**config.mk**
```make
export PLATFORM = sky130hd
export DESIGN_NAME = resp_misr
export DESIGN_NICKNAME = d
export VERILOG_FILES = /design/src/rtl/resp_checker_misr.sv
export SDC_FILE = /design/constraint.sdc
export NUM_CORES = 1
export LEC_CHECK = 0
export ABC_AREA = 0
export BUFFER_PORTS_ARGS = -buffer_cell sky130_fd_sc_hd__buf_2
export CORE_AREA = 2 2 65 67
export DETAILED_ROUTE_END_ITERATION = 8
export DIE_AREA = 0 0 67 69
export HOLD_SLACK_MARGIN = 0.08
export MAX_ROUTING_LAYER = met4
export PLACE_DENSITY = 0.86
export RECOVER_POWER = 100
export SLEW_MARGIN = 0
export SYNTH_ARGS = -nofsm -noshare
export SYNTH_HDL_FRONTEND = slang
export SYNTH_SLANG_ARGS = --single-unit
```
**constraint.sdc**
```tcl
create_clock -name clk -period 1.7 [get_ports clk]
set_input_delay 0.34 -clock clk [delete_from_list [all_inputs] [get_ports clk]]
set_output_delay 0.34 -clock clk [all_outputs]
set_load 0.03 [all_outputs]
```
**src/rtl/resp_checker_misr.sv**
```systemverilog
// resp_misr
//   Multiple-input signature register. Shift left with polynomial feedback
//   from the MSB, XOR in a parallel data word when enabled.
//   Ports:
//     clk, rst_n : clock, async active-low reset (loads SEED)
//     clear      : synchronous reload of SEED (wins over en)
//     en         : absorb din this cycle
//     din        : SIG_W-bit data word
//     sig        : current signature
module resp_misr #(
  parameter int               SIG_W = 32,
  parameter logic [SIG_W-1:0] POLY  = 32'h04C11DB7,
  parameter logic [SIG_W-1:0] SEED  = 32'hFFFF_FFFF
) (
  input  logic             clk,
  input  logic             rst_n,
  input  logic             clear,
  input  logic             en,
  input  logic [SIG_W-1:0] din,
  output logic [SIG_W-1:0] sig
);

  always_ff @(posedge clk or negedge rst_n) begin
    if (!rst_n) begin
      sig <= SEED;
    end else if (clear) begin
      sig <= SEED;
    end else if (en) begin
      sig <= {sig[SIG_W-2:0], 1'b0} ^ (sig[SIG_W-1] ? POLY : '0) ^ din;
    end
  end

endmodule

```
==> results of run 1 <==
==> worst max-delay path: stages, from the launching register on <==
cell     delay, ps
dfstp_2        600
buf_4          210
xor3_1         440
a211o_1        300
==> layout make-up <==
type                            count  area share [%]
Multi-Input combinational cell     96            42.6
Sequential cell                    32            36.6
Timing Repair Buffer               69            14.0
Clock buffer                        7            3.75
Tap cell                           50            2.72
Clock inverter                      1           0.326
==> cells by family after synthesis <==
kind of cell              Yosys count  synth area share (%)
xor gates and xnor gates           32                  26.3
DFF                                32                  44.8
buffers and inverters              11                  3.06
AOI/OAI and AO/OA                  32                  14.9
and+or+nand+nor                    32                  10.9
==> Yosys cell counts, drive strengths merged <==
library cell	n	share of area [%]
a211o	32	15
and2b	4	1.6
buf	6	2.1
clkbuf	5	1.0
dfstp	32	45
nor2b	28	9.3
xor2	19	8.9
xor3	13	17
==> per-layer routing <==
layer | part of all wire [%] | GRT usage (%) | wire length, µm | vias up
met1 | 44 | 22.1 | 1600 | 636
li1 | - | - | - | 614
met2 | 47 | 25.2 | 1700 | 49
met4 | 2.0 | 7.03 | 73 | 0
met5 | 0 | - | 0 | -
met3 | 6.3 | 6.04 | 228 | 8
==> through the flow <==
step,power (mW),area [µm²]
2_1_floorplan,1.42,1880
3_3_place_gp,1.58,2250
3_5_place_dp,1.59,2250
4_1_cts,2.21,2340
5_1_grt,2.25,2300
6_report,2.15,2300
==> path summary, 6_finish.rpt <==
check	slack (ps)	startpoint	endpoint
worst max-delay path	90	sig[31]$_DFFE_PN1P_	sig[12]$_DFFE_PN1P_
worst max register to register	90	sig[31]$_DFFE_PN1P_	sig[12]$_DFFE_PN1P_
worst min register to register	670	sig[28]$_DFFE_PN1P_	sig[29]$_DFFE_PN1P_
min in group asynchronous	520	rst_n	sig[6]$_DFFE_PN1P_
worst min-delay path	410	din[7]	sig[7]$_DFFE_PN1P_
max in group asynchronous	1130	rst_n	sig[21]$_DFFE_PN1P_
==> power breakdown <==
group | total, mW | leakage (nW) | switching (mW) | internal [mW]
Clock | 0.601 | 0.0445 | 0.273 | 0.329
Combinational | 0.605 | 0.691 | 0.308 | 0.297
Sequential | 0.939 | 0.320 | 0.0684 | 0.871
Total | 2.15 | 1.06 | 0.649 | 1.50
==> metrics.md, run 1 <==
| Metric | Value |
|---|---|
| Routed Antenna Nets | 0 |
| Die height | 69 µm |
| CP Max Fanout | 10 |
| Cell Pwr Density | 933 nW/µm² |
| #FFs+latches synth | 32 |
| # diodes | 0 |
| Post-route minimum period | between 1500 and 2000 ps |
| Fin util | between 50% and 60% |
| Max Cap Viol | 0 |
| Vias | ~1300 |
| Hold depth | 3 |
| Antenna violations before repair | 0 |
| Max-slew violation count | 0 |
| Arr. time, crit path | 1830 ps |
| Setup violators final | 0 |
| Row count | 23 |
| Worst hold slack | 415 ps |
| Core area | just under 4000 µm² |
| Drt initial violations | 70 |
| Vias in the first global route | 1208 |
| Crit Path Category | reg2reg |
| Largest net degree at the start of global routing | 65 |
| Total Routing Usage GR | 17.3% |
| Setup slack at placement | 75.2 ps |
| Area of the multi-input gates | approximately 1000 µm² |
| Root Buffer | clkbuf_8 |
| # fillers | 353 |
| Port bufs | 67 |
| Path depth of the worst reg2reg path | 3 |
| Biggest register | sig |
| Clock Skews | 9.90 ps |
| Worst-path clk slew | 70 ps |
| WL per Instance | 14.2 µm |
| Worst Tran Pin Value | 779 ps |
| Final period utilization | a little over nine tenths |
| IO Pins | 68 |
| CTS buffer count | 5 |
| Slew headroom | between 40 and 50% |
| Cts hold-fix bufs | 0 |
| Synth Cell Area | ~1900 µm² |
| Worst EP required | between 1500 and 2000 ps |
| Hold Crit Class | in2reg |
| Commonest cells after routing, fill and taps aside | buf_2, clkbuf_1, a211o_1 |
| Setup Fix Bufs, Post-CTS | 0 |
| Vias per cell | 5.13 |
| Total Nets Final | 240 |
| Max Freq | 619 MHz |
| Sequential cell area | roughly 840 µm² |
| Setup tns final | 0 ps |
| Clk buf depth | 2 |
| Max IR drop VDD | roughly 0.0006 V |
| Synthesis-to-finish area growth | 22.5% |
| Total grt overflow | 0 |
| Layout cell share with drive strength beyond 1 | a little under a third |
| GPL Wtd Cong | between 0.6 and 0.7 |
| Unrepaired setup endpoints after global routing | false |
| Count of cell types in the netlist | 11 |
| H-tree levels | 2 |
| Post-Syn Nets | 175 |
| Largest regs | sig (32) |
| Setup crit end kind | register |
| Placed insts | 247 |
| First-pass GRT wire length | 5810 µm |
| Most common cell after layout, fill and taps aside | buf_2 |
| Gate Count Post-Synth | 139 |
| Post-Layout Cell Count | 255 |
| Final hold vios | 0 |
| Max reg flops | 32 |
| Leak | 1.06 nW |
| Routed Wire Length | ~3600 µm |
| Startpoint Class | register |
| Outcome | finished clean |
| Die area | around 4600 µm² |
| Clk sinks | 32 |
| Post-route DRC | 0 |
| Syn. warnings | 0 |
| Initial Util | 48.0% |
| Post-cts resize count | 0 |
| CTS tree | done |
| Post-detail-place hpwl | 2450 µm |
| Die width | 67 µm |
| Clock latency on the worst-skew pair | 280 ps |
| Final WS setup | 85.4 ps |
| DRT Pass-1 Iters | 4 |
| Mean Syn Cell Area | 13.5 µm² |
| Seq/Total Area, Yosys | 44.8% |
Power figures use the tool's default switching activity.
==> run 2: changes to the inputs <==
Settings changed: CORE_AREA 2 2 65 67 to 2 2 63 65, DIE_AREA 0 0 67 69 to 0 0 65 67, PLACE_DENSITY 0.86 to 0.9.
Clock period 1.7 ns to 1.9 ns, I/O delays scaled along.
==> run 2 against run 1 <==
- the run now ends with capacitance limit, slew limit left
- non-clock buffer count down 1
- worst hold slack better by 55 ps
- first-iteration DRC count down 13%
- via count up 0.61%
- flip-flop and latch count unchanged
- clock skew down 5.8 ps
- critical path type is now reg2out
==> metrics.md, run 2 (synthesis gave the netlist of run 1 again) <==
| Metric | Value |
|---|---|
| Outcome | finished with violations |
| Failing checks | capacitance limit, slew limit |
| Setup Fix Bufs, Post-CTS | 0 |
| Part of the power in combinational logic | 28.1% |
| First-pass GRT wire length | 6070 µm |
| Vias in the first global route | ~1300 |
| Setup slack at placement | 241 ps |
| Crit Path Category | reg2out |
| Post-detail-place hpwl | approximately 2400 µm |
| Antenna violations before repair | 0 |
| Leak | 1.05 nW |
| CTS tree | done |
| Routed Wire Length | 3620 µm |
| Largest net degree at the start of global routing | 65 |
| Crit-path cells | clkbuf_2 |
| Clk sinks | 32 |
| Row count | 22 |
| Internal power | 1.34 mW |
| Die height | 67 µm |
| Final WS setup | 255 ps |
| Biggest register | sig |
| Drt initial violations | 61 |
| Port bufs | 67 |
| Vias per cell | 5.22 |
| Synthesis-to-finish area growth | 21.7% |
| Layout cell share with drive strength beyond 1 | between 30% and 40% |
| Worst EP required | ~1500 ps |
| Clock Power Share | 27.6% |
| Switching power | 0.567 mW |
| Post-route minimum period | 1640 ps |
| Worst-path clk slew | ~60 ps |
| Arr. time, crit path | 1260 ps |
| Setup violators final | 0 |
| WL per Instance | 14.4 µm |
| Switching share of power | roughly 30% |
| Critical-path top delay cell | dfstp_2 |
| Reg power frac | 44.3% |
| IO Pins | a little under 70 |
| Cell Pwr Density | 834 nW/µm² |
| Core area | 3610 µm² |
| Total Routing Usage GR | 19.0% |
| Post-cts resize count | 0 |
| Max IR drop VDD | 0.000568 V |
| Root Buffer | clkbuf_8 |
| CP Max Fanout | 16 |
| Cts hold-fix bufs | 0 |
| Hold Crit Class | in2reg |
| Final hold vios | 0 |
| # diodes | 0 |
| DRT Pass-1 Iters | 4 |
| GPL Wtd Cong | approximately 0.70 |
| Routed Antenna Nets | 0 |
| Final period utilization | between 80% and 90% |
| Total grt overflow | 0 |
| Setup tns final | 0 ps |
| Post-Layout Cell Count | 252 |
| Initial Util | 52.1% |
| Setup crit end kind | output port |
| Die width | 65 µm |
| Crit-path leading delay family | flip-flops |
| Post-route DRC | 0 |
| Buffers & Inverters on Critical Path | 1 |
| Max Cap Viol | 1 |
| Vias | about 1300 |
| Unrepaired setup endpoints after global routing | false |
| Total Nets Final | 239 |
| Max reg flops | 32 |
| Max Freq | around 600 MHz |
| Die area | 4360 µm² |
| Commonest cells after routing, fill and taps aside | clkbuf_1, buf_2, a211o_1 |
| Worst Tran Pin Value | 1670 ps |
| Max-slew violation count | 33 |
| Clk buf depth | 2 |
| Placed insts | 244 |
| H-tree levels | 2 |
| Slew headroom | -11.5% |
| Clock Skews | 4.06 ps |
| Critical path's largest stage delay | 720 ps |
| Clock latency on the worst-skew pair | 280 ps |
| CTS buffer count | 5 |
| Startpoint Class | register |
| Largest regs | sig (32) |
run 2: cell count changes in the layout (fill, tap and decap cells not counted), sizes merged:
cell      change
buf           -1
clkinvlp      -1
clkbuf        +1
run 2: area by class of cell:
| class | count | area [µm²] |
|---|---|---|
| multi-input cells | 96 | 980 |
| repair buffers | 68 | 315 |
| clock buffers | 8 | 90.1 |
| well taps | 48 | 60.1 |
| fillers | 310 | 1320 |
| flip-flops and latches | 32 | 841 |
run 2: worst register-to-register path, stage by stage (launching register included):
cell	delay (ps)
dfstp_2	720
xor3_4	550
a211o_1	300
run 2: worst paths after layout:
path	endpoint	cells after the start	from	slack (ps)
max	sig[31]	1	sig[31]$_DFFE_PN1P_	260
min	sig[12]$_DFFE_PN1P_	3	din[12]	470
max reg2reg	sig[22]$_DFFE_PN1P_	2	sig[31]$_DFFE_PN1P_	260
min reg2reg	sig[20]$_DFFE_PN1P_	2	sig[19]$_DFFE_PN1P_	680
max in group asynchronous	sig[31]$_DFFE_PN1P_	1	rst_n	720
min in group asynchronous	sig[10]$_DFFE_PN1P_	1	rst_n	1140
run 2: layer usage:
layer	global-route usage (%)	vias up	part of all wire, %
li1	-	613	-
met1	23.5	639	45
met2	31.2	58	47
met3	4.56	5	6.7
met4	5.59	0	1.1
met5	-	-	0
run 2: stage by stage:
stage	instance area (µm²)	power [mW]	hold slack (ps)	util, %
after floorplan	1880	1.27	232	-
after global placement	2240	1.41	639	62.0
after detailed placement	2240	1.42	645	62.0
after CTS	2330	1.97	461	64.5
after global routing	2290	2.02	486	63.4
final	2290	1.91	470	63.4
run 2: power by group through the flow:
stage	Clock (mW)	Sequential, mW	Combinational [mW]
floorplan	0	0.982	0.291
global placement	0	0.862	0.545
detailed placement	0	0.866	0.557
CTS	0.549	0.858	0.559
global route	0.581	0.856	0.578
finish	0.526	0.845	0.535
